==> config.mk <==
export PLATFORM = sky130hd
export DESIGN_NAME = jtcontra_snd_latch
export DESIGN_NICKNAME = d
export VERILOG_FILES = /design/src/rtl/jtcontra_snd_latch.sv
export SDC_FILE = /design/constraint.sdc
export NUM_CORES = 1
export LEC_CHECK = 0
export ABC_AREA = 1
export BUFFER_PORTS_ARGS = -buffer_cell sky130_fd_sc_hd__buf_2
export CORE_AREA = 3 3 40 42
export DETAILED_ROUTE_END_ITERATION = 10
export DIE_AREA = 0 0 43 45
export PLACE_DENSITY = 0.7
export SLEW_MARGIN = 20
export SYNTH_ARGS = -nofsm -noshare
export SYNTH_HDL_FRONTEND = slang
export SYNTH_SLANG_ARGS = --single-unit
==> constraint.sdc <==
create_clock -name clk -period 1.8 [get_ports clk]
set_input_delay 0.18 -clock clk [delete_from_list [all_inputs] [get_ports clk]]
set_output_delay 0.18 -clock clk [all_outputs]
set_load 0.01 [all_outputs]
==> src/rtl/jtcontra_snd_latch.sv <==
// Sound-command latch between the main CPU and the sound CPU.
// The main CPU writes a byte on each rising edge of snd_irq. The sound CPU
// reads it through rd_cs and gets an active-low interrupt while data waits.
//
// Build option JTCONTRA_LATCH_FIFO_EN:
//   defined   -> 2**DEPTH_LOG2-entry FIFO; when full, a new byte is dropped
//                and overflow is flagged.
//   undefined -> single register; a new byte overwrites any unread byte.
//
// Ports:
//   clk, rstn      clock, asynchronous active-low reset
//   snd_cen        sound-CPU bus-cycle enable; qualifies rd_cs/irq_ack/ovf_clr
//   snd_irq        command strobe; a rising edge pushes snd_latch
//   snd_latch[7:0] command byte
//   rd_cs          sound-CPU read of the latch (pop)
//   irq_ack        interrupt acknowledge
//   ovf_clr        clears the sticky overflow flag
//   latch_dout     head entry, or the last popped byte when empty
//   irqn           registered active-low interrupt
//   pending        number of unread entries
//   overflow       sticky: a command was lost
module jtcontra_snd_latch #(
  parameter int unsigned DEPTH_LOG2 = 2
) (
  input  logic                  clk,
  input  logic                  rstn,
  input  logic                  snd_cen,
  input  logic                  snd_irq,
  input  logic [7:0]            snd_latch,
  input  logic                  rd_cs,
  input  logic                  irq_ack,
  input  logic                  ovf_clr,
  output logic [7:0]            latch_dout,
  output logic                  irqn,
  output logic [DEPTH_LOG2:0]   pending,
  output logic                  overflow
);

  localparam int unsigned PW = DEPTH_LOG2 + 1;

  logic          snd_irq_q;
  logic          push;
  logic          pop;
  logic          wr_en;
  logic          lost;
  logic          irq_set;
  logic [PW-1:0] pending_nxt;

  // snd_irq_q resets high so a strobe already high at reset release is not a write
  assign push = snd_irq & ~snd_irq_q;
  assign pop  = rd_cs & snd_cen & (pending != '0);

`ifdef JTCONTRA_LATCH_FIFO_EN
  localparam int unsigned DEPTH = 2**DEPTH_LOG2;

  logic [7:0]            mem [DEPTH];
  logic [DEPTH_LOG2-1:0] wr_ptr;
  logic [DEPTH_LOG2-1:0] rd_ptr;
  logic [7:0]            last_q;
  logic                  full;

  // A same-cycle pop frees a slot, so a full FIFO still accepts the push
  assign full        = (pending == PW'(DEPTH));
  assign wr_en       = push & (~full | pop);
  assign lost        = push & full & ~pop;
  assign pending_nxt = pending + PW'(wr_en) - PW'(pop);

  // Storage needs no reset: entries are only visible through pending
  always_ff @(posedge clk) begin
    if (wr_en) mem[wr_ptr] <= snd_latch;
  end

  // Pointers, plus the byte shown once the FIFO drains
  always_ff @(posedge clk or negedge rstn) begin
    if (!rstn) begin
      wr_ptr <= '0;
      rd_ptr <= '0;
      last_q <= '0;
    end else begin
      if (wr_en) wr_ptr <= wr_ptr + DEPTH_LOG2'(1);
      if (pop) begin
        rd_ptr <= rd_ptr + DEPTH_LOG2'(1);
        last_q <= mem[rd_ptr];
      end
    end
  end

  assign latch_dout = (pending != '0) ? mem[rd_ptr] : last_q;
`else
  logic [7:0] data_q;

  // Every push overwrites; it is a loss only if the old byte was unread and not popped now
  assign wr_en       = push;
  assign lost        = push & (pending != '0) & ~pop;
  assign pending_nxt = PW'(push | ((pending != '0) & ~pop));

  // The register keeps the last byte after a pop, so it drives the bus directly
  always_ff @(posedge clk or negedge rstn) begin
    if (!rstn) data_q <= '0;
    else if (wr_en) data_q <= snd_latch;
  end

  assign latch_dout = data_q;
`endif

  assign irq_set = wr_en | (pop & (pending_nxt != '0));

  // Occupancy, sticky overflow and interrupt; a set beats a same-cycle clear
  always_ff @(posedge clk or negedge rstn) begin
    if (!rstn) begin
      snd_irq_q <= 1'b1;
      pending   <= '0;
      overflow  <= 1'b0;
      irqn      <= 1'b1;
    end else begin
      snd_irq_q <= snd_irq;
      pending   <= pending_nxt;
      if (lost) overflow <= 1'b1;
      else if (ovf_clr & snd_cen) overflow <= 1'b0;
      if (irq_set) irqn <= 1'b0;
      else if (irq_ack & snd_cen) irqn <= 1'b1;
    end
  end

endmodule

==> results of run 1 <==
==> stage by stage <==
stage | instances | util | setup slack [ps]
after detailed placement | 91 | 0.4781 | 872.7
after floorplan | 55 | - | 904.3
after global placement | 91 | 0.4781 | 900.6
final | 96 | 0.5141 | 709.4
after global routing | 96 | 0.5141 | 679.2
after CTS | 96 | 0.5141 | 699.3
==> area by class of cell <==
cell class,instances,area (um2)
tap,15,18.77
timing repair buffer,26,135.1
clock buffer,4,36.28
multi-input combinational,36,153.9
sequential,12,302.8
inverter,3,13.76
fill,130,624.3
==> flip-flops by register name, summed over array words and instances, names as in the netlist <==
name        cells
snd_irq_q       1
overflow        1
pending         1
latch_dout      8
irqn            1
==> kinds of logic after synthesis <==
logic type | share of synthesized area
DFF | 0.6005
AOI/OAI and AO/OA | 0.009916
buffers and inverters | 0.1017
other | 0.007437
and+or+nand+nor | 0.2804
==> Yosys cell counts <==
master	number	area (um2)
conb_1	1	3.750
nand2_4	1	11.26
inv_1	2	7.510
o21ai_0	1	5.000
nand2_1	24	90.09
dfstp_2	2	52.55
dfrtp_1	10	250.2
nand3_1	8	40.04
inv_4	1	6.260
buf_4	2	15.01
buf_6	2	22.52
==> worst max-delay path by stage <==
stage | start | endpoint | slack [ps] | cells past startpoint
finish | irqn | irqn | 710 | 1
global route | irqn | irqn | 680 | 1
CTS | irqn | irqn | 700 | 1
detailed placement | snd_irq_q | overflow | 870 | 3
global placement | snd_irq_q | overflow | 900 | 3
floorplan | snd_irq_q | pending[0] | 900 | 4
==> where the power goes <==
group	total (mW)	leakage (nW)	switching [mW]	internal (mW)
Combinational	0.114	0.227	0.0644	0.0492
Sequential	0.320	0.144	0.0159	0.304
Clock	0.207	0.0210	0.0845	0.123
Total	0.641	0.392	0.165	0.476
==> per-layer routing <==
| layer | global-route usage | share of wire | vias to the layer above |
|---|---|---|---|
| met3 | 0.02789 | 0.10 | 0 |
| met1 | 0.1418 | 0.45 | 175 |
| met5 | 0 | 0 | - |
| met2 | 0.1467 | 0.45 | 20 |
| li1 | - | - | 217 |
| met4 | 0.05422 | 0 | 0 |
==> metrics.cfg, run 1 <==
[floorplanning]
dieHeight_um = 45
core_um2 = 1285
placementRows = 13
io_pins = 28
design.die.area_um2 = 1935
die_x_um = 43
start_util = 0.3924

[logic_synthesis]
synth_cell_type_count = 11
syn_inst = 54
ys_warn_count = 0
synth.yosys.seq_area_share = 0.6005
avgSynthCellArea_um2 = 9.338
synth-seq-cells = 12
netlist_area_um2 = 504.2

[worst_setup_path]
r2r-end = overflow
crit_chain = buf_2
r2r_cells = 3
reg2reg_slack_ps = 870
crit_family = flip-flops
start_kind = register
cp_slowest_cell = dfstp_2
arrival_ps = 910
worstSetupPathType = register to output pin
critPathCaptureType = output pin
cpPeakStageDelay_ps = 530
regToRegStartpoint = snd_irq_q
crit_fanout = 2
required_ps = 1620
cp_num_buf_inv = 1

[timing]
rsz0062_at_grt = no
hold_violations = 0
min_period_ps = 1091
fin_worst_skew_ps = 0.5499
period_share = 0.6059
maxSlewViolCount = 0
setup-tns-final_ps = 0
final-setup-viol-count = 0
fmax_mhz = 916.9
hold_slack_ps = 98.55

[global_route]
grt_pass1_vias = 358
grt_max_degree = 13
antenna_found_initial = 0
gr-total-overflow = 0
grt_pass1_wl_mm = 1.476
grt_use_total = 0.1025

[power]
power_density_nw_per_um2 = 970.5
fin_total_pwr_mw = 0.6411
p_leak_nw = 0.3923
vdd_drop_max_v = 0.0005421

[clock_network]
ctsResizeCount = 0
cts_hold_buf = 1
cts_max_level = 1
clockBufferDepth = 2
cts-root-buf = clkbuf_4
cts_setup_buffers = 0
worst_skew_pair.late_latency_ps = 260
cts.sinks = 12
clk_pin_slew_ps = 70
cts_buffers = 3
cts_tree = yes

[finish]
layout_commonest_cell = buf_2
area_delta_synth_final_pct = 31.02
diodes = 0
layout_common_cells = buf_2, nand2_1, dfrtp_1, nand3_1, clkbuf_4
fin_nets = 97
drive_above_1_share = 0.4074
finalInstanceArea_um2 = 660.6

[hold_path]
whs_endpoint = snd_irq_q
min-delay-start = snd_irq
hold_path_depth = 1
min_path_type = primary input to register

[route]
dr.pass1.iters = 3
drc_errors = 0
drt_iter0_markers = 3
vias_per_cell = 4.292
wl_per_cell_um = 9.750
antenna_left = 0
wl_um = 936
num_vias = 412

[job]
max_cap_viol_count = 0

[place]
place_congestion = 0.7362
postPlaceCellArea_um2 = 614.3
hpwl_um = 728.7
io_buffer_count = 25

[run_status]
status = finished, final reports clean

(Power assumes the default switching activity.)
==> run 2, diff against run 1 <==
clock period = 1.1 ns   (was 1.8 ns; I/O delays follow)
==> metrics.cfg, run 2 (synthesized netlist as in run 1, its figures left out) <==
[global_route]
grt_use_total = 0.1041  ; +0.001605
grt_pass1_vias = 353  ; -1.4%
grt_pass1_wl_mm = 1.449  ; -1.8%
antenna_found_initial = 0  ; unchanged
gr-total-overflow = 0  ; unchanged
grt_max_degree = 13  ; unchanged

[finish]
layout_common_cells = buf_2, nand2_1, dfrtp_1, nand3_1, clkbuf_4
num-fill-cells = 125  ; -3.8%
drive_above_1_share = 0.4000  ; -0.007407
area_delta_synth_final_pct = 28.29
finalInstanceArea_um2 = 646.9  ; -2.1%
diodes = 0  ; unchanged
layout_commonest_cell = buf_2
fin_nets = 97  ; unchanged
largest_reg_flops = 8  ; unchanged

[hold_path]
min-delay-start = snd_irq
whs_endpoint = snd_irq_q
hold_path_depth = 1  ; unchanged
min_path_type = primary input to register

[run_status]
status = finished, final reports clean

[timing]
period_share = 0.9274
rsz0062_at_grt = no
setup_ws_ps = 79.85  ; -629.5 ps
hold_violations = 0  ; unchanged
setup-tns-final_ps = 0  ; unchanged
final-setup-viol-count = 0  ; unchanged
maxSlewViolCount = 0  ; unchanged
min_period_ps = 1020
fmax_mhz = 980.3
fin_worst_skew_ps = 5.196  ; +4.646 ps
hold_slack_ps = 33.38  ; -65.17 ps

[worst_setup_path]
cp_num_buf_inv = 1  ; unchanged
r2r_cells = 3  ; unchanged
arrival_ps = 910  ; about the same
crit_chain = buf_2
critPathCaptureType = output pin
cpPeakStageDelay_ps = 530  ; about the same
r2r-end = overflow
reg2reg_slack_ps = 180  ; -690 ps
start_kind = register
crit_family = flip-flops
cp_slowest_cell = dfstp_2
regToRegStartpoint = snd_irq_q
worstSetupPathType = register to output pin
required_ps = 990  ; -630 ps
crit_fanout = 2  ; unchanged
cp_num_cells = 1  ; unchanged

[power]
power_density_nw_per_um2 = 1492  ; +54%
fin_total_pwr_mw = 0.9652  ; +51%
p_leak_nw = 0.3851  ; -1.8%
vdd_drop_max_v = 0.0008772  ; +62%

[clock_network]
clockBufferDepth = 2  ; unchanged
ctsResizeCount = 0  ; unchanged
worst_skew_pair.late_latency_ps = 260  ; about the same
clk_pin_slew_ps = 70  ; about the same
cts_buffers = 3  ; unchanged
cts-root-buf = clkbuf_4
cts.sinks = 12  ; unchanged
cts_hold_buf = 1  ; unchanged
cts_setup_buffers = 0  ; unchanged
cts_tree = yes
cts_max_level = 1  ; unchanged

[route]
antenna_left = 0  ; unchanged
vias_per_cell = 4.389  ; +2.3%
drc_errors = 0  ; unchanged
num_vias = 417  ; +1.2%
dr.pass1.iters = 2  ; -1
wl_um = 941  ; +0.53%
wl_per_cell_um = 9.905  ; +1.6%
drt_iter0_markers = 4  ; +1

[floorplanning]
die_x_um = 43  ; unchanged
start_util = 0.3924  ; unchanged
dieHeight_um = 45  ; unchanged
design.die.area_um2 = 1935  ; unchanged
placementRows = 13  ; unchanged
core_um2 = 1285  ; unchanged
io_pins = 28  ; unchanged

[job]
max_cap_viol_count = 0  ; unchanged

[place]
postPlaceCellArea_um2 = 614.3  ; unchanged
io_buffer_count = 25  ; unchanged
hpwl_um = 728.9  ; about the same
place_congestion = 0.7361  ; about the same
preCtsSetupSlack_ps = 175.0  ; -697.6 ps

run 2: changes by cell type in the layout (fill, tap and decap cells not counted), sizes merged:
| cell | previous run | this run |
|---|---|---|
| clkbuf | 4 | 3 |
run 2: per-layer routing:
| layer | share of wire | vias to the layer above | global-route usage |
|---|---|---|---|
| li1 | - | 216 | - |
| met1 | 0.43 | 175 | 0.1288 |
| met2 | 0.43 | 22 | 0.1527 |
| met3 | 0.11 | 4 | 0.02390 |
| met4 | 0.022 | 0 | 0.09036 |
| met5 | 0 | - | 0 |
run 2: worst max path at each step:
stage            endpoint  slack, ps       from
2_1_floorplan  pending[0]        200  snd_irq_q
3_3_place_gp     overflow        200  snd_irq_q
3_5_place_dp     overflow        180  snd_irq_q
4_1_cts              irqn         70       irqn
5_1_grt              irqn         50       irqn
6_report             irqn         80       irqn
run 2: power breakdown:
part | internal, mW | total, mW | switching [mW]
registers | 0.499 | 0.524 | 0.0259
logic | 0.0805 | 0.187 | 0.106
clock network | 0.126 | 0.254 | 0.127
run 2: layout make-up:
class / instances / area (um2) / area share
flip-flops and latches: 12 / 302.8 / 0.4681
repair buffers: 26 / 135.1 / 0.2089
clock buffers: 3 / 22.52 / 0.03482
well taps: 15 / 18.77 / 0.02901
inverters: 3 / 13.76 / 0.02128
multi-input cells: 36 / 153.9 / 0.2379
run 2: per-stage QoR:
step	instances	util
after floorplan	55	-
after global placement	91	0.4781
after detailed placement	91	0.4781
after CTS	95	0.5034
after global routing	95	0.5034
final	95	0.5034
==> run 3, diff against run 2 <==
clock period = 1.2 ns   (was 1.1 ns; I/O delays follow)
==> metrics.cfg, run 3 (synthesized netlist as in run 1, its figures left out) <==
[floorplanning]
io_pins = 28  ; unchanged
core_um2 = 1285  ; unchanged
start_util = 0.3924  ; unchanged
dieHeight_um = 45  ; unchanged
design.die.area_um2 = 1935  ; unchanged
placementRows = 13  ; unchanged
die_x_um = 43  ; unchanged

[worst_setup_path]
arrival_ps = 910  ; about the same
start_kind = register
crit_fanout = 2  ; unchanged
crit_family = flip-flops
reg2reg_slack_ps = 280  ; +100 ps
critPathCaptureType = output pin
required_ps = 1080  ; +90 ps
crit_chain = buf_2
worstSetupPathType = register to output pin
cp_slowest_cell = dfstp_2
cp_num_buf_inv = 1  ; unchanged
cpPeakStageDelay_ps = 530  ; about the same

[finish]
fin_nets = 97  ; unchanged
multi_input_area_um2 = 153.9  ; unchanged
num-fill-cells = 126  ; +0.80%
layout_common_cells = buf_2, nand2_1, dfrtp_1, nand3_1, clkbuf_4
layout_commonest_cell = buf_2
largest_reg_flops = 8  ; unchanged
final-seq-area_um2 = 302.8  ; unchanged
drive_above_1_share = 0.4074  ; +0.007407
final_core_util = 0.5141  ; +0.01071
diodes = 0  ; unchanged
area_delta_synth_final_pct = 31.02

[route]
drc_errors = 0  ; unchanged
vias_per_cell = 4.302  ; -2.0%
wl_per_cell_um = 9.802  ; -1.0%
num_vias = 413  ; -0.96%
dr.pass1.iters = 4  ; +2
wl_um = 941  ; unchanged
drt_iter0_markers = 5  ; +1
antenna_left = 0  ; unchanged

[clock_network]
cts_setup_buffers = 0  ; unchanged
clk_pin_slew_ps = 70  ; about the same
cts_tree = yes
cts-root-buf = clkbuf_4
clockBufferDepth = 2  ; unchanged
cts_buffers = 3  ; unchanged
cts_max_level = 1  ; unchanged
worst_skew_pair.late_latency_ps = 270  ; about the same
cts.sinks = 12  ; unchanged

[timing]
min_period_ps = 1035
fmax_mhz = 966.3
hold_violations = 0  ; unchanged
rsz0062_at_grt = no
fin_worst_skew_ps = 0.4786  ; -4.718 ps
setup-tns-final_ps = 0  ; unchanged
final-setup-viol-count = 0  ; unchanged
maxSlewViolCount = 0  ; unchanged
period_share = 0.8624

[global_route]
grt_use_total = 0.1057  ; +0.001603
grt_pass1_vias = 361  ; +2.3%
grt_pass1_wl_mm = 1.476  ; +1.9%
gr-total-overflow = 0  ; unchanged
grt_max_degree = 13  ; unchanged
antenna_found_initial = 0  ; unchanged

[power]
p_leak_nw = 0.3923  ; +1.9%
p_int_mw = 0.7148  ; +1.3%
power_density_nw_per_um2 = 1459  ; -2.2%
comb_power_share = 0.177  ; -0.017
clkPwrFrac = 0.326  ; +0.063
power.switching_mw = 0.2491  ; -4.1%
vdd_drop_max_v = 0.0008233  ; -6.2%
power_frac_seq = 0.498  ; -0.045
swShare = 0.2584  ; -0.01073

[place]
io_buffer_count = 25  ; unchanged
hpwl_um = 730.7  ; +0.25%
place_congestion = 0.7359  ; about the same

[job]
max_cap_viol_count = 0  ; unchanged

[hold_path]
min_path_type = primary input to register

[run_status]
status = finished, final reports clean

-- run 3: routing by layer --
metal  vias to the layer above  share of wire  global-route usage
met2                        23           0.46              0.1527
met3                         3           0.14             0.03984
met1                       171           0.38              0.1234
met5                         -              0                   0
met4                         0          0.020             0.09036
li1                        216              -                   -
-- run 3: power groups by stage --
stage | clock [mW] | sequential (mW) | combinational, mW
after CTS | 0.323 | 0.480 | 0.175
after global routing | 0.347 | 0.485 | 0.193
after detailed placement | 0 | 0.488 | 0.173
final | 0.314 | 0.480 | 0.170
after floorplan | 0 | 0.512 | 0.0707
after global placement | 0 | 0.488 | 0.170
-- run 3: what timing repair did --
item                      in CTS  in global routing
hold buffers                   1                  0
hold endpoints to repair      12                  0
gates resized for setup        0                  0
-- run 3: cell type report --
cell class / instances / area share
sequential: 12 / 0.4583
multi-input combinational: 36 / 0.2330
timing repair buffer: 26 / 0.2045
clock buffer: 4 / 0.05492
tap: 15 / 0.02841
inverter: 3 / 0.02083
-- run 3: path summary, 6_finish.rpt --
path	startpoint	end	cells after the start
min in group asynchronous	rstn	overflow	2
max in group asynchronous	rstn	irqn	2
worst min-delay path	snd_irq	snd_irq_q	1
worst max register to register	snd_irq_q	overflow	3
worst min register to register	latch_dout[7]	latch_dout[7]	2
worst max-delay path	irqn	irqn	1
-- run 3: through the flow --
| stage | cells | area (um2) | total power [mW] | setup WS [ps] | hold slack (ps) |
|---|---|---|---|---|---|
| floorplan | 55 | 508.0 | 0.5830 | 304.3 | -175.6 |
| global placement | 91 | 614.3 | 0.6575 | 300.6 | 3.603 |
| detailed placement | 91 | 614.3 | 0.6603 | 274.5 | 9.200 |
| CTS | 96 | 660.6 | 0.9785 | 159.7 | 23.73 |
| global route | 96 | 660.6 | 1.025 | 141.2 | 28.08 |
| finish | 96 | 660.6 | 0.9639 | 165.2 | 32.47 |
